<file path="config.mk">
export PLATFORM = sky130hd
export DESIGN_NAME = core_clock_ctrl_flat
export DESIGN_NICKNAME = d
export VERILOG_FILES = /design/src/rtl/core_clock_ctrl_pkg.sv /design/src/rtl/core_clock_ctrl_if.sv /design/src/rtl/core_clock_ctrl_sync_edge_detect.sv /design/src/rtl/core_clock_ctrl.sv /design/src/flat_wrapper.sv
export SDC_FILE = /design/constraint.sdc
export NUM_CORES = 1
export LEC_CHECK = 0
export BUFFER_PORTS_ARGS = -buffer_cell sky130_fd_sc_hd__buf_2
export CORE_UTILIZATION = 35
export DETAILED_ROUTE_END_ITERATION = 6
export SYNTH_ARGS = -nofsm -noshare
export SYNTH_HDL_FRONTEND = slang
export SYNTH_SLANG_ARGS = --single-unit
</file>
<file path="constraint.sdc">
create_clock -name clk -period 4 [get_ports clk]
set_input_delay 0.4 -clock clk [delete_from_list [all_inputs] [get_ports clk]]
set_output_delay 0.4 -clock clk [all_outputs]
set_load 0.02 [all_outputs]
</file>
<file path="src/rtl/core_clock_ctrl_pkg.sv">
// Shared types and default widths for the core clock run/step controller.
package core_clock_pkg;

    localparam int unsigned DefDivW  = 27;
    localparam int unsigned DefPcW   = 8;
    localparam int unsigned DefCntW  = 16;
    localparam int unsigned DefTickW = 32;

    // Encoding is visible on the probe bus: 0 IDLE, 1 AUTO, 2 BURST, 3 BREAK.
    typedef enum logic [1:0] {
        StIdle  = 2'd0,
        StAuto  = 2'd1,
        StBurst = 2'd2,
        StBreak = 2'd3
    } core_state_e;

endpackage

</file>
<file path="src/rtl/core_clock_ctrl_if.sv">
// Probe-bus control/status bundle between the debug probe and the clock controller.
interface core_clock_ctrl_if #(
    parameter int unsigned DIV_W  = core_clock_pkg::DefDivW,
    parameter int unsigned PC_W   = core_clock_pkg::DefPcW,
    parameter int unsigned CNT_W  = core_clock_pkg::DefCntW,
    parameter int unsigned TICK_W = core_clock_pkg::DefTickW
);

    logic              auto_en;
    logic              step;
    logic              run_n_start;
    logic [CNT_W-1:0]  run_n_count;
    logic [DIV_W-1:0]  run_div;
    logic              bp_en;
    logic [PC_W-1:0]   bp_addr;
    logic [PC_W-1:0]   pc;
    logic              core_halted;

    logic              core_clk_en;
    logic [1:0]        state;
    logic              break_hit;
    logic [CNT_W-1:0]  burst_left;
    logic [TICK_W-1:0] tick_cnt;

    // Probe side: drives controls, observes status.
    modport master (
        output auto_en, step, run_n_start, run_n_count, run_div, bp_en, bp_addr, pc,
               core_halted,
        input  core_clk_en, state, break_hit, burst_left, tick_cnt
    );

    // Controller side.
    modport slave (
        input  auto_en, step, run_n_start, run_n_count, run_div, bp_en, bp_addr, pc,
               core_halted,
        output core_clk_en, state, break_hit, burst_left, tick_cnt
    );

endinterface

</file>
<file path="src/rtl/core_clock_ctrl_sync_edge_detect.sv">
// Two-flop synchroniser for an asynchronous level plus a registered rising-edge pulse.
// All history flops reset to 1 so an input held high through reset produces no edge.
module sync_edge_detect (
    input  logic clk,
    input  logic rst,
    input  logic async_in,
    output logic level,
    output logic rise
);

    logic sync1_q;
    logic sync2_q;
    logic hist_q;
    logic rise_q;

    // Synchronise, keep one cycle of history and register the rising-edge pulse.
    always_ff @(posedge clk) begin
        if (rst) begin
            sync1_q <= 1'b1;
            sync2_q <= 1'b1;
            hist_q  <= 1'b1;
            rise_q  <= 1'b0;
        end else begin
            sync1_q <= async_in;
            sync2_q <= sync1_q;
            hist_q  <= sync2_q;
            rise_q  <= sync2_q & ~hist_q;
        end
    end

    assign level = sync2_q;
    assign rise  = rise_q;

endmodule

</file>
<file path="src/rtl/core_clock_ctrl.sv">
// Run/step controller producing a single-cycle core clock enable from the board clock.
// Modes: manual step, auto-run on a prescaler, burst of N ticks, PC breakpoint; a core
// halt stops everything.
module core_clock_ctrl
    import core_clock_pkg::*;
#(
    parameter int unsigned DIV_W  = DefDivW,
    parameter int unsigned CNT_W  = DefCntW,
    parameter int unsigned TICK_W = DefTickW
) (
    input logic              clk,
    input logic              rst,
    core_clock_ctrl_if.slave bus
);

    logic auto_lvl;
    logic auto_rise;
    logic step_lvl;
    logic step_rise;
    logic start_lvl;
    logic start_rise;

    sync_edge_detect u_sync_auto (
        .clk      (clk),
        .rst      (rst),
        .async_in (bus.auto_en),
        .level    (auto_lvl),
        .rise     (auto_rise)
    );

    sync_edge_detect u_sync_step (
        .clk      (clk),
        .rst      (rst),
        .async_in (bus.step),
        .level    (step_lvl),
        .rise     (step_rise)
    );

    sync_edge_detect u_sync_start (
        .clk      (clk),
        .rst      (rst),
        .async_in (bus.run_n_start),
        .level    (start_lvl),
        .rise     (start_rise)
    );

    // Only the edges of step and run_n_start matter.
    logic unused_lvl;
    assign unused_lvl = step_lvl ^ start_lvl;

    core_state_e       state_q;
    logic [DIV_W-1:0]  presc_q;
    logic [DIV_W-1:0]  div_q;
    logic              first_q;
    logic [CNT_W-1:0]  burst_left_q;
    logic [TICK_W-1:0] tick_q;
    logic              clk_en_q;

    logic [DIV_W-1:0]  eff_div;
    logic              tc;
    logic              bp_match;

    // run_div=0 behaves as 1; the divider is latched so a change lands on the next wrap.
    assign eff_div  = (bus.run_div == '0) ? DIV_W'(1) : bus.run_div;
    assign tc       = (presc_q == div_q - DIV_W'(1));
    // The first terminal count after entering a run mode skips the check to allow resume.
    assign bp_match = bus.bp_en && (bus.pc == bus.bp_addr) && !first_q;

    // State FSM, prescaler, burst and tick counters with a registered clock enable.
    // Note: the auto_en synchroniser reads high for two cycles after reset, so the FSM may
    // pass briefly through AUTO; no tick is issued unless the divider wraps in that window.
    always_ff @(posedge clk) begin
        if (rst) begin
            state_q      <= StIdle;
            presc_q      <= '0;
            div_q        <= DIV_W'(1);
            first_q      <= 1'b0;
            burst_left_q <= '0;
            tick_q       <= '0;
            clk_en_q     <= 1'b0;
        end else begin
            clk_en_q <= 1'b0;
            unique case (state_q)
                StIdle: begin
                    if (!bus.core_halted) begin
                        if (auto_lvl) begin
                            state_q <= StAuto;
                            presc_q <= '0;
                            div_q   <= eff_div;
                            first_q <= 1'b1;
                        end else if (start_rise && (bus.run_n_count != '0)) begin
                            state_q      <= StBurst;
                            burst_left_q <= bus.run_n_count;
                            presc_q      <= '0;
                            div_q        <= eff_div;
                            first_q      <= 1'b1;
                        end else if (step_rise) begin
                            clk_en_q <= 1'b1;
                            tick_q   <= tick_q + TICK_W'(1);
                        end
                    end
                end
                StAuto: begin
                    if (bus.core_halted || !auto_lvl) begin
                        state_q <= StIdle;
                        presc_q <= '0;
                    end else if (tc) begin
                        presc_q <= '0;
                        div_q   <= eff_div;
                        first_q <= 1'b0;
                        if (bp_match) begin
                            state_q <= StBreak;
                        end else begin
                            clk_en_q <= 1'b1;
                            tick_q   <= tick_q + TICK_W'(1);
                        end
                    end else begin
                        presc_q <= presc_q + DIV_W'(1);
                    end
                end
                StBurst: begin
                    if (bus.core_halted) begin
                        state_q      <= StIdle;
                        presc_q      <= '0;
                        burst_left_q <= '0;
                    end else if (auto_rise) begin
                        state_q      <= StAuto;
                        presc_q      <= '0;
                        div_q        <= eff_div;
                        first_q      <= 1'b1;
                        burst_left_q <= '0;
                    end else if (tc) begin
                        presc_q <= '0;
                        div_q   <= eff_div;
                        first_q <= 1'b0;
                        if (bp_match) begin
                            state_q <= StBreak;
                        end else begin
                            clk_en_q     <= 1'b1;
                            tick_q       <= tick_q + TICK_W'(1);
                            burst_left_q <= burst_left_q - CNT_W'(1);
                            if (burst_left_q == CNT_W'(1)) begin
                                state_q <= StIdle;
                            end
                        end
                    end else begin
                        presc_q <= presc_q + DIV_W'(1);
                    end
                end
                StBreak: begin
                    if (!auto_lvl) begin
                        state_q      <= StIdle;
                        presc_q      <= '0;
                        burst_left_q <= '0;
                    end else if (step_rise && !bus.core_halted) begin
                        clk_en_q <= 1'b1;
                        tick_q   <= tick_q + TICK_W'(1);
                    end
                end
            endcase
        end
    end

    assign bus.core_clk_en = clk_en_q;
    assign bus.state       = state_q;
    assign bus.break_hit   = (state_q == StBreak);
    assign bus.burst_left  = burst_left_q;
    assign bus.tick_cnt    = tick_q;

endmodule

</file>
<file path="src/flat_wrapper.sv">
// flat-port wrapper written by rule: the top's interface ports become plain ports
module core_clock_ctrl_flat import core_clock_pkg::*;
#(
    parameter int unsigned DIV_W  = DefDivW,
    parameter int unsigned CNT_W  = DefCntW,
    parameter int unsigned TICK_W = DefTickW
)
  (clk, rst, bus_auto_en, bus_step, bus_run_n_start, bus_run_n_count, bus_run_div, bus_bp_en, bus_bp_addr, bus_pc, bus_core_halted, bus_core_clk_en, bus_state, bus_break_hit, bus_burst_left, bus_tick_cnt);
  core_clock_ctrl_if #(.DIV_W(DIV_W), .CNT_W(CNT_W), .TICK_W(TICK_W)) bus_i ();
  input logic clk;
  input logic rst;
  input wire logic [$bits(bus_i.auto_en)-1:0] bus_auto_en;
  input wire logic [$bits(bus_i.step)-1:0] bus_step;
  input wire logic [$bits(bus_i.run_n_start)-1:0] bus_run_n_start;
  input wire logic [$bits(bus_i.run_n_count)-1:0] bus_run_n_count;
  input wire logic [$bits(bus_i.run_div)-1:0] bus_run_div;
  input wire logic [$bits(bus_i.bp_en)-1:0] bus_bp_en;
  input wire logic [$bits(bus_i.bp_addr)-1:0] bus_bp_addr;
  input wire logic [$bits(bus_i.pc)-1:0] bus_pc;
  input wire logic [$bits(bus_i.core_halted)-1:0] bus_core_halted;
  output wire logic [$bits(bus_i.core_clk_en)-1:0] bus_core_clk_en;
  output wire logic [$bits(bus_i.state)-1:0] bus_state;
  output wire logic [$bits(bus_i.break_hit)-1:0] bus_break_hit;
  output wire logic [$bits(bus_i.burst_left)-1:0] bus_burst_left;
  output wire logic [$bits(bus_i.tick_cnt)-1:0] bus_tick_cnt;
  assign bus_i.auto_en = bus_auto_en;
  assign bus_i.step = bus_step;
  assign bus_i.run_n_start = bus_run_n_start;
  assign bus_i.run_n_count = bus_run_n_count;
  assign bus_i.run_div = bus_run_div;
  assign bus_i.bp_en = bus_bp_en;
  assign bus_i.bp_addr = bus_bp_addr;
  assign bus_i.pc = bus_pc;
  assign bus_i.core_halted = bus_core_halted;
  assign bus_core_clk_en = bus_i.core_clk_en;
  assign bus_state = bus_i.state;
  assign bus_break_hit = bus_i.break_hit;
  assign bus_burst_left = bus_i.burst_left;
  assign bus_tick_cnt = bus_i.tick_cnt;
  core_clock_ctrl #(.DIV_W(DIV_W), .CNT_W(CNT_W), .TICK_W(TICK_W)) u_core (.clk(clk), .rst(rst), .bus(bus_i));
endmodule
</file>
==> Yosys cells after proc, flatten, opt, wreduce, memory -nomap -nowiden <==
Index checks and enable logic that the tools add are counted.
{ "totals": {"elab_cells": 142, "out_inout_bits": 52, "reg_bits": 118} }
{ "classes": {"addsub": 4, "n_reduce_logical": 18, "n_bitwise": 6, "n_eq_ne": 23, "n_mux": 72} }
{ "ops": {"columns": ["op", "n"], "rows": [
  ["27-bit two-way mux", 16],
  ["32-bit two-way mux", 11],
  ["16-bit two-way mux", 8],
  ["32-bit case mux with 4 select lines", 1],
  ["27-bit case mux with 4 select lines", 1],
  ["27-bit case mux with 3 select lines", 1],
  ["16-bit case mux with 3 select lines", 1],
  ["32-bit by 1-bit adder with 32-bit output (second input constant)", 1],
  ["27-bit by 1-bit adder with 27-bit output (second input constant)", 1],
  ["27-bit == test", 1],
  ["27-bit zero test", 1],
  ["27-bit by 1-bit subtractor with 27-bit output (second input constant)", 1],
  ["2-bit two-way mux", 12],
  ["1-bit two-way mux", 18],
  ["16-bit by 1-bit == test with 1-bit output (second input constant)", 1],
  ["2-bit != test (second input constant)", 8],
  ["16-bit nonzero test", 1],
  ["16-bit by 1-bit subtractor with 16-bit output (second input constant)", 1],
  ["7-bit AND reduction", 2],
  ["9-bit AND reduction", 1],
  ["8-bit == test", 1],
  ["2-bit case mux with 4 select lines", 1],
  ["2-bit by 1-bit != test with 1-bit output (second input constant)", 3],
  ["3-bit by 1-bit != test with 1-bit output (second input constant)", 2],
  ["other kinds (17)", 28]
]} }

==> Logic depth before layout (Yosys ltp) <==
Gate-level depths: netlist of run 1.
{ "depth": {"word_depth": 8, "depth_mapped": 14, "mapped_depth_nobuf": 10} }

==> Modules after synthesis <==
From an unflattened synthesis of run 1, not the netlist that was laid out.
{ "unflattened": {"cells_unflattened": 918, "hier_area_um2": 7118.1} }
{ "by_module_without_submodules": {"columns": ["mod", "cells_per_inst", "area_per_inst_um2", "n_inst"], "rows": [
  ["core_clock_ctrl", 894, 6799.0, 1],
  ["sync_edge_detect", 8, 106.4, 3]
]} }

==> Worst setup path before layout of run 1 <==
Ideal clock, no wire load.
{ "synth_timing": {"path_type": "register to register", "start": "reg u_core.div_q[0]", "end": "reg u_core.tick_q[11] (netlist: u_core.bus.tick_cnt[11])", "path_buffers": 3, "slack_ps": 672, "setup_ps": 121, "arrival_time_ps": 3207, "path_stages_with_launch": 13, "path_cell_list": "dfxtp_1 > clkbuf_1 > inv_1 > ha_1 > clkbuf_1 > nand4_1 > or4_1 > a221oi_1 > o211ai_1 > o41a_1 > buf_2 > nor4_1 > mux2_2"} }
{ "synth_via": {"elab_chain_len": 6, "word_cells_on_any_way": 7, "cone_classes": "add/sub: 1; eq/ne: 1; mux: 5"} }
{ "synth_rtl": {"columns": ["item", "line", "text"], "rows": [
  ["start, declared", "core_clock_ctrl.sv:53", "logic [DIV_W-1:0] div_q;"],
  ["start signal, assigned", "core_clock_ctrl.sv:89", "div_q <= eff_div;"],
  ["start signal, assigned", "core_clock_ctrl.sv:95", "div_q <= eff_div;"],
  ["start signal, assigned", "core_clock_ctrl.sv:109", "div_q <= eff_div;"],
  ["27-bit by 1-bit subtractor with 27-bit output *", "core_clock_ctrl.sv:65", "assign tc = (presc_q == div_q - DIV_W'(1));"],
  ["27-bit == test *", "core_clock_ctrl.sv:65", null],
  ["32-bit two-way mux *", null, null],
  ["32-bit two-way mux (2 in series)", null, null],
  ["32-bit case mux with 4 select lines *", null, null],
  ["end signal, assigned", "core_clock_ctrl.sv:99", "tick_q <= tick_q + TICK_W'(1);"],
  ["end signal, assigned", "core_clock_ctrl.sv:115", "tick_q <= tick_q + TICK_W'(1);"],
  ["end signal, assigned", "core_clock_ctrl.sv:140", "tick_q <= tick_q + TICK_W'(1);"],
  ["end, declared", "core_clock_ctrl.sv:56", "logic [TICK_W-1:0] tick_q;"]
]} }
Mark *: on every way between the ends. The rest lies on a longest branch, timed or not. The select of a mux whose other input is x is not followed.
A chain may end at the register's enable or synchronous reset.

==> Worst setup path after layout of run 1 <==
{ "layout_timing": {"start": "reg u_core.div_q[6]", "end": "reg u_core.tick_q[11] (netlist: u_core.bus.tick_cnt[11])"} }
The elaborated chain is that of the path after synthesis.

==> summary.md, run 1 <==
| Metric | Value |
|---|---|
| Vias | 8282 |
| Critical Path RT | 4310 ps |
| Hold Buf Count CTS | 0 |
| Final HPWL DP | 17200 um |
| Die Ht | 152 um |
| Main area contributors after synthesis | dfxtp_1, nand2_1, or4_1, a21oi_1, xnor2_1 |
| Post-DRT Antenna Nets | 0 |
| Unrepaired setup endpoints after global routing | false |
| Complex-gate fraction of the synthesized area | around a quarter |
| Vias in the first global route | 7711 |
| Resized Gates After CTS | 0 |
| Post-Synthesis Cells | 1033 |
| DR pass1 iterations | 7 |
| Clk root buf | clkbuf_16 |
| P_leak | around 3.4 nW |
| Clk_skew | 14.6 ps |
| VDD IR-drop max | between 0.0003 and 0.0004 V |
| Cell accounting for the most synthesized area | dfxtp_1 |
| Clock sink count | 118 |
| CP Buf/Inv Count | 2 |
| CP max stage cell | or4b_1 |
| Ys async rst share | 0% |
| Max-slew violations | 0 |
| Total Routed Length | between 20000 and 25000 um |
| Achievable Freq | between 0.2 and 0.3 GHz |
| Post-synth EDFFs | 0 |
| Largest family of logic cells by synthesized area | simple AND/OR/NAND/NOR gates |
| Syn Nets | between 1000 and 1500 |
| Number of max-cap violations | 0 |
| Period utilization | between 90 and 100% |
| Vias per cell | roughly 5.9 |
| Min cycle time layout | 3630 ps |
| Total die area | 23100 um^2 |
| Crit path DAT | between 3000 and 4000 ps |
| DR WL/cell | 17.4 um |
| Post-Synth XOR/XNOR Area | under 10% |
| Final hold viol count | 0 |
| Remaining DRCs | 9 |
| Global-route wire length before repair | 40300 um |
| PortBufs | between 100 and 150 |
| Longest Clk Path Bufs | 2 |
| Dominant synthesized flop cell | dfxtp_1 |
| Total grt overflow | 0 |
| Top Ports | 118 |
| Most frequent cell on the critical path | buf_4 |
| Num CTS Buffers | 17 |
| Fraction of layout cells with a size suffix above 1 | 17.9% |
| CTS tree | yes |
| Setup TNS | 0 ps |
| Largest net degree at the start of global routing | between 50 and 60 |
| CP Class | register to register |
| Area of the core | ~22000 um^2 |
| Area grow syn2layout | 17.3% |
| RD Place Congestion | 0.897 |
| Seq/Total Area, Yosys | between 20% and 30% |
| Diodes inserted | 0 |
| Seq cells post-synth | 118 |
| Mux contribution to synthesized area | 0.826% |
| Post-synth cell types | between 60 and 70 |
| Rel. slew slack | 36.1% |
| Crit-path cells | nor4_2, nand4_1, buf_4, or4b_1, or3b_1, o211ai_1, o41a_1, buf_4, nor4_1, mux2_2 |
| Worst Tran Pin Value | 950 ps |
| # rows | 54 |
| Initial antenna violation count | 0 |
| Post-CTS Setup Bufs | 0 |
| Final nets | roughly 1200 |
| Initial DRC count | 614 |
| Final Non-Filler Cells | roughly 1400 |
| H-tree lvl count | 4 |
| Failing checks | DRC |
| Starting Density | 35.9% |
| Clock-pin slew on the worst setup and hold paths | 60 ps |
| CP max stage delay | 550 ps |
| Die X | 152 um |
| CP endpoint kind | register |
| Finish-stage setup viols | 0 |
| PD cells | 734 nW/um^2 |
| CP delay by family, top | simple AND/OR/NAND/NOR gates |
| Syn_area_per_cell | 7.63 um^2 |
| Netlist Area Pre-Place | 7880 um^2 |
| Fraction of synthesized cell area taken by the top area cell type | roughly 30% |
| Post-Synth Simple-Gate Area | 31.5% |
| Placed cells | 1376 |
| CP max FO | 19 |
| Synth Area in Adders | under 10% |
| Fillers | 2246 |
| Critical Path Source Type | register |
| Worst skew pair latency | 430 ps |
| Worst hold path class | input pin to register |
| Global Route Usage Sum | 21.4% |
| Synth Warn # | 0 |
| Status | finished with violations |
cell usage in the layout (no fill, tap or decap), drive strengths merged, types with 7 or more instances in the layout:
cell type    n
and2        14
o21a         7
o2111ai      7
xor2        21
nor4        37
clkbuf      18
buf        141
or3          8
xnor2       28
nand2b      19
nand3       44
nor3        28
nor2        40
or2         15
a21oi       62
nor2b       22
nand2       86
o31ai       22
or4         42
and3        17
dfxtp      118
a22oi       10
o211ai      23
nand4b       7
o41ai        9
nand4       39
o211a       11
o21ai       32
o22ai        7
inv         71
ha          10
a31oi       25
a221oi      27
path summary, 6_finish.rpt:
check,start,endpoint,slack (ps),cells past startpoint
max reg2reg,u_core.div_q[6],u_core.bus.tick_cnt[11],370,10
min reg2reg,u_core.u_sync_auto.hist_q,u_core.u_sync_auto.rise,390,1
max,u_core.div_q[6],u_core.bus.tick_cnt[11],370,10
min,bus_step,u_core.u_sync_step.sync1_q,150,2
logic make-up after synthesis:
group	after synthesis
simple gates	437
flops	118
compound gates	271
mux	6
buf+inv	142
fa+ha+maj	10
xor+xnor	49
layout make-up:
| type | instances | area, um^2 | area share (%) |
|---|---|---|---|
| inverters | 64 | 240 | 2.60 |
| repair buffers | 141 | 766 | 8.28 |
| multi-input cells | 773 | 4980 | 53.9 |
| flip-flops and latches | 118 | 2360 | 25.5 |
| clock inverters | 14 | 118 | 1.27 |
| clock buffers | 18 | 429 | 4.64 |
| well taps | 280 | 350 | 3.79 |
power breakdown:
part | total (W) | switching [W] | internal (W)
Combinational | 0.00366 | 0.00232 | 0.00133
Sequential | 0.00169 | 0.000308 | 0.00138
Clock | 0.00144 | 0.000629 | 0.000809
Total | 0.00679 | 0.00326 | 0.00353
layer usage:
metal  track usage (%)  part of all wire [%]  up-vias
li1                  -                     -     4072
met1              28.3                    47     3942
met2              34.3                    46      232
met3              4.59                   4.8       36
met4              7.63                   2.1        0
met5                 0                     0        -
Yosys cell counts (all sizes together) (11+ instances only):
cell type  instances
dfxtp            118
nand2             86
inv               63
a21oi             62
clkbuf            62
nand3             44
or4               42
nor2              40
nand4             39
nor4              37
o21ai             32
nor3              28
xnor2             28
a221oi            27
a31oi             25
o211ai            23
nor2b             22
o31ai             22
xor2              21
nand2b            19
and3              17
buf               16
or2               15
and2              14
o211a             11
state kept, by name, summed over array words and instances (netlist names), 2 cells and up:
signal,flops
u_core.bus.tick_cnt,32
u_core.div_q,27
u_core.presc_q,27
u_core.bus.burst_left,16
u_core.bus.state,2
stage by stage:
step	power [W]	setup slack [ps]	instance area, um^2	util [%]	hold slack [ps]
2_1_floorplan	0.00433	672	7880	-	373
3_3_place_gp	0.00527	486	8700	39.6	375
3_5_place_dp	0.00531	450	8700	39.6	384
4_1_cts	0.00678	421	9250	42.1	140
5_1_grt	0.00731	120	9250	42.1	142
6_report	0.00679	368	9250	42.1	152
(Power assumes the default switching activity.)
==> run 2, diff against run 1 <==
--- a/config.mk
+++ b/config.mk
@@ -5,8 +5,9 @@
 export SDC_FILE = /design/constraint.sdc
 export NUM_CORES = 1
 export LEC_CHECK = 0
-export BUFFER_PORTS_ARGS = -buffer_cell sky130_fd_sc_hd__buf_2
+export BUFFER_PORTS_ARGS = -buffer_cell sky130_fd_sc_hd__clkbuf_2
 export CORE_UTILIZATION = 35
+export CTS_BUF_LIST = sky130_fd_sc_hd__clkbuf_16
 export DETAILED_ROUTE_END_ITERATION = 6
 export SYNTH_ARGS = -nofsm -noshare
 export SYNTH_HDL_FRONTEND = slang
==> summary.md, run 2 (synthesis gave the netlist of run 1 again) <==
| Metric | Value |
|---|---|
| Status | finished with violations |
| Failing checks | DRC |
| Crit-path cells | or4_1, nor4_1, nand2_1, o211ai_1, o2111ai_1, or4_1, buf_4, nor4_1, o22ai_1 |
| Clk root buf | clkbuf_16 |
| Period utilization | 90.4% |
| P_sw | 0.00327 W |
| Critical Path Source Type | register |
| Min cycle time layout | 3610 ps |
| VDD IR-drop max | roughly 0.00031 V |
| Final hold viol count | 0 |
| Global Route Usage Sum | 21.1% |
| Worst hold path class | input pin to register |
| Total grt overflow | 0 |
| Vias | 8160 |
| Max FFs per register | 32 |
| RD Place Congestion | 0.901 |
| Initial antenna violation count | 0 |
| Crit path DAT | about 3900 ps |
| Worst skew pair latency | 430 ps |
| Total die area | between 20000 and 25000 um^2 |
| P_int | around 0.0035 W |
| Resized Gates After CTS | 0 |
| CTS tree | yes |
| Diodes inserted | 0 |
| Achievable Freq | between 0.2 and 0.3 GHz |
| # rows | 54 |
| CP endpoint kind | register |
| Remaining DRCs | 8 |
| Hold Buf Count CTS | 0 |
| Longest Clk Path Bufs | 2 |
| Most frequent cells in the layout | dfxtp_1, clkbuf_2, nand2_1 |
| Rel. slew slack | a little over a third |
| Vias in the first global route | about 7600 |
| Number of max-cap violations | 0 |
| Top Ports | about 120 |
| Clock sink count | 118 |
| Clk_skew | 11.5 ps |
| CP max FO | 37 |
| CP Class | register to register |
| Starting Density | 35.9% |
| Total power | approximately 0.0068 W |
| CP max stage cell | or4_1 |
| Num CTS Buffers | 17 |
| Clock power frac | 21.3% |
| Unrepaired setup endpoints after global routing | false |
| Total Routed Length | ~24000 um |
| PD cells | 734 nW/um^2 |
| Setup TNS | 0 ps |
| DR WL/cell | 17.2 um |
| Die X | around 150 um |
| Finish-stage setup viols | 0 |
| Sw frac | 48.1% |
| Die Ht | roughly 150 um |
| Fraction of layout cells with a size suffix above 1 | 18.0% |
| Worst Tran Pin Value | 949 ps |
| Max-slew violations | 0 |
| Post-DRT Antenna Nets | 0 |
| Area grow syn2layout | 17.4% |
| Final nets | 1192 |
| Logic pwr share | roughly 54% |
| Global-route wire length before repair | 39900 um |
| Area of the core | 22000 um^2 |
| Clock-pin slew on the worst setup and hold paths | 60 ps |
| H-tree lvl count | 4 |
| P_leak | 3.39 nW |
| Sequential Power Share | 24.8% |
| CP max stage delay | 590 ps |
| Largest net degree at the start of global routing | 51 |
| Post-CTS Setup Bufs | 0 |
| Most common cell after layout, fill and taps aside | dfxtp_1 |
| Vias per cell | 5.79 |
| Final HPWL DP | ~17000 um |
| Initial DRC count | 594 |
| DR pass1 iterations | 7 |
| Critical Path RT | ~4300 ps |
| PortBufs | 117 |
[run 2: cell types whose count changed in the layout (fill, tap and decap cells not counted), sizes merged]
cell	change
clkinv	+1
buf	-115
clkbuf	+115
[run 2: metal layers]
metal / vias up / routed length, um / GRT usage (%)
met5: - / 0 / 0
met4: 0 / 555 / 8.11
met3: 30 / 1030 / 3.99
met2: 193 / 11200 / 33.6
met1: 3873 / 11500 / 28.3
li1: 4064 / - / -
[run 2: cell type report]
class                   count  area (um^2)
clock inverters            15          121
inverters                  64          240
well taps                 280          350
multi-input cells         773         4980
clock buffers              17          425
repair buffers            142          773
flip-flops and latches    118         2360
fillers                  2232        12700
[run 2: worst max-delay path: cells and delay by family (launching register included)]
family                 cells  cell delay [ps]
and+or+nand+nor            5             2100
AOI/OAI and AO/OA          3              740
DFF                        1              360
buffers and inverters      1              270
[run 2: per-stage QoR]
| step | worst slack [ps] | hold slack [ps] | cells | cell area, um^2 | util, % |
|---|---|---|---|---|---|
| after floorplan | 672 | 373 | 1033 | 7880 | - |
| after global placement | 529 | 377 | 1377 | 8710 | 39.7 |
| after detailed placement | 457 | 379 | 1377 | 8710 | 39.7 |
| after CTS | 446 | 137 | 1409 | 9250 | 42.1 |
| after global routing | 205 | 138 | 1409 | 9250 | 42.1 |
| final | 386 | 151 | 1409 | 9250 | 42.1 |
[run 2: worst paths after layout]
path                                   from                          end  slack [ps]  cells past startpoint
hold / removal              bus_run_n_start  u_core.u_sync_start.sync1_q         150                      2
hold reg to reg   u_core.u_sync_auto.hist_q      u_core.u_sync_auto.rise         390                      1
setup reg to reg            u_core.div_q[2]     u_core.bus.burst_left[5]         390                      9
setup / recovery            u_core.div_q[2]     u_core.bus.burst_left[5]         390                      9
[run 2: power groups by stage]
stage	clock, W	combinational [W]	sequential [W]
2_1_floorplan	0	0.00264	0.00169
3_3_place_gp	0	0.00358	0.00171
3_5_place_dp	0	0.00361	0.00171
4_1_cts	0.00147	0.00363	0.00168
5_1_grt	0.00153	0.00404	0.00172
6_report	0.00144	0.00366	0.00169
==> run 3, diff against run 2 <==
--- a/config.mk
+++ b/config.mk
@@ -5,10 +5,12 @@
 export SDC_FILE = /design/constraint.sdc
 export NUM_CORES = 1
 export LEC_CHECK = 0
+export ABC_CLOCK_PERIOD_IN_PS = 4000
 export BUFFER_PORTS_ARGS = -buffer_cell sky130_fd_sc_hd__clkbuf_2
 export CORE_UTILIZATION = 35
 export CTS_BUF_LIST = sky130_fd_sc_hd__clkbuf_16
 export DETAILED_ROUTE_END_ITERATION = 6
 export SYNTH_ARGS = -nofsm -noshare
 export SYNTH_HDL_FRONTEND = slang
+export SYNTH_HIERARCHICAL = 1
 export SYNTH_SLANG_ARGS = --single-unit
==> summary.md, run 3 <==
| Metric | Value |
|---|---|
| Starting Density | 36.1% |
| PortBufs | 117 |
| Max-slew violations | 0 |
| Period utilization | 90.5% |
| Clock sink count | 118 |
| Clock-pin slew on the worst setup and hold paths | 60 ps |
| Crit path DAT | 3930 ps |
| Critical Path RT | approximately 4300 ps |
| Logic pwr share | between 40 and 50% |
| Remaining DRCs | 0 |
| Seq cells post-synth | roughly 120 |
| Initial antenna violation count | 0 |
| Max FFs per register | 32 |
| Top Ports | 118 |
| Critical Path Source | u_core/div_q[12] |
| Setup TNS | 0 ps |
| H-tree lvl count | 4 |
| Post-Synthesis Cells | 918 |
| Total Routed Length | between 20000 and 25000 um |
| DR pass1 iterations | 5 |
| Clk_skew | 10.3 ps |
| Finish-stage setup viols | 0 |
| Count leader, synth | dfxtp_1 |
| Fraction of layout cells with a size suffix above 1 | 19.0% |
| Hold Buf Count CTS | 0 |
| P_sw | ~0.0025 W |
| Num CTS Buffers | 17 |
| Unrepaired setup endpoints after global routing | false |
| Area of the core | 19700 um^2 |
| Vias per cell | 5.54 |
| Syn Nets | about 1000 |
| Sequential Power Share | 27.6% |
| WHS Endpoint | u_core/u_sync_step/sync1_q |
| Achievable Freq | 0.276 GHz |
| Design area | about 8600 um^2 |
| Clock power frac | 27.3% |
| PD cells | 689 nW/um^2 |
| Final WS setup | 382 ps |
| Main area contributors after synthesis | dfxtp_1, a21oi_1, o21ai_0, xnor2_1, nand2_1 |
| Sw frac | 42.8% |
| Clk root buf | clkbuf_16 |
| Die X | 145 um |
| Most frequent cells in the layout | dfxtp_1, clkbuf_2, nand2_1, a21oi_1, o21ai_0 |
| CP max FO | 17 |
| Global Route Usage Sum | 20.0% |
| Seq/Total Area, Yosys | 33.2% |
| Worst Hold Depth | 2 |
| Largest net degree at the start of global routing | between 60 and 70 |
| Critical Path Source Type | register |
| Worst Tran Pin Value | 1120 ps |
| Vias | 7176 |
| Min cycle time layout | 3620 ps |
| Area grow syn2layout | 20.2% |
| Worst r2r path cells | 9 |
| Worst skew pair latency | roughly 420 ps |
| R2r endpoint | u_core/bus.tick_cnt[0] |
| Longest Clk Path Bufs | 2 |
| Worst Hold Launch | bus_step |
| FF-to-FF Start | u_core/div_q[12] |
| CP endpoint kind | register |
| Rel. slew slack | 25.5% |
| Initial DRC count | between 500 and 600 |
| Final hold viol count | 0 |
| Vias in the first global route | 6608 |
| Post-synth cell types | 70 |
| VDD IR-drop max | 0.000312 V |
| Dominant synthesized flop cell | dfxtp_1 |
| Fraction of synthesized cell area taken by the top area cell type | 33.2% |
| Diodes inserted | 0 |
| Netlist Area Pre-Place | 7120 um^2 |
| Post-Place Setup Slack | ~280 ps |
| DR WL/cell | 15.6 um |
| P_int | 0.00337 W |
| Die Ht | 145 um |
| Fillers | 2010 |
| Area post-placement | 7940 um^2 |
| CTS tree | yes |
| Synth Warn # | 6 |
| WHS | 149 ps |
| RD Place Congestion | 0.874 |
| Cell accounting for the most synthesized area | dfxtp_1 |
| Final HPWL DP | 14500 um |
| # rows | 51 |
| Final core occ | a little over two fifths |
| Number of max-cap violations | 0 |
| Syn_area_per_cell | 7.75 um^2 |
| Global-route wire length before repair | 33000 um |
| CP Class | register to register |
| Post-CTS Setup Bufs | 0 |
| Total grt overflow | 0 |
| Total die area | roughly 21000 um^2 |
| Post-DRT Antenna Nets | 0 |
| Resized Gates After CTS | 0 |
| FF-to-FF setup slack | 380 ps |
| Commonest cells post-synth | dfxtp_1, a21oi_1, nand2_1 |
| P_leak | about 3.1 nW |
| Status | complete, no violations |
| Worst hold path class | input pin to register |
| Most common cell after layout, fill and taps aside | dfxtp_1 |
| Final nets | about 1100 |
| Post-synth EDFFs | 0 |
| Ys async rst share | 0% |
## run 3: changes by cell type in the layout (fill, tap and decap cells not counted), moves of 14 or more
| cell | change |
|---|---|
| o21ai_0 | +41 |
| or3_1 | +32 |
| or4_1 | -27 |
| nand4_1 | -20 |
| inv_1 | -19 |
| nor2_1 | +19 |
| o31ai_1 | -19 |
| a21oi_1 | +16 |
| nor4_1 | -16 |
| o211ai_1 | -15 |
| and3_1 | -14 |
## run 3: cell type report
type                            count  area (um^2)  share of cell area (%)
Clock buffer                       17          425                    4.97
Clock inverter                     15          193                    2.25
Inverter                           43          161                    1.89
Multi-Input combinational cell    708         4400                    51.4
Sequential cell                   118         2360                    27.6
Tap cell                          265          332                    3.87
Timing Repair Buffer              130          686                    8.01
## run 3: logic make-up after synthesis
kind of cell               count (synthesis)  synth area share (%)
adders and majority gates                  9                  1.58
and+or+nand+nor                          382                  29.6
DFF                                      118                  33.2
AOI/OAI and AO/OA                        258                  23.2
buffers and inverters                     92                  5.17
muxes                                      4                 0.580
xor gates and xnor gates                  55                  6.77
## run 3: metrics by stage
| step | power (W) | instances |
|---|---|---|
| 3_3_place_gp | 0.00424 | 1264 |
| 6_report | 0.00590 | 1296 |
| 2_1_floorplan | 0.00356 | 918 |
| 5_1_grt | 0.00631 | 1296 |
| 4_1_cts | 0.00591 | 1296 |
| 3_5_place_dp | 0.00426 | 1264 |
## run 3: power by group through the flow
stage                     Combinational [W]  Sequential (W)  Clock, W
after global routing                0.00295         0.00166   0.00170
after floorplan                     0.00191         0.00165         0
after CTS                           0.00263         0.00163   0.00165
after detailed placement            0.00261         0.00165         0
after global placement              0.00259         0.00165         0
final                               0.00266         0.00163   0.00161
## run 3: worst max-delay path by stage
stage                              end  slack, ps  depth (start not counted)
6_report        u_core/bus.tick_cnt[0]        380                          9
4_1_cts         u_core/bus.tick_cnt[0]        420                          9
5_1_grt         u_core/bus.tick_cnt[7]        190                          9
2_1_floorplan  u_core/bus.tick_cnt[28]        720                          9
3_5_place_dp   u_core/bus.tick_cnt[31]        280                          9
3_3_place_gp   u_core/bus.tick_cnt[31]        350                          9
## run 3: per-layer routing
metal,vias to the layer above,routed length [um],global-route usage (%)
met2,203,9140,31.8
met1,3368,9710,26.9
li1,3584,-,-
met4,0,319,6.26
met5,-,0,0
met3,21,1040,4.37
## run 3: critical path, stage by stage, from the launching register on
cell and delay, ps:
dfxtp_1 370, or4_4 570, or4_4 470, a2111oi_0 400, a31oi_1 80, a21oi_1 300, nand4b_4 220, or2_2 520
o22ai_2 210, mux2_2 350
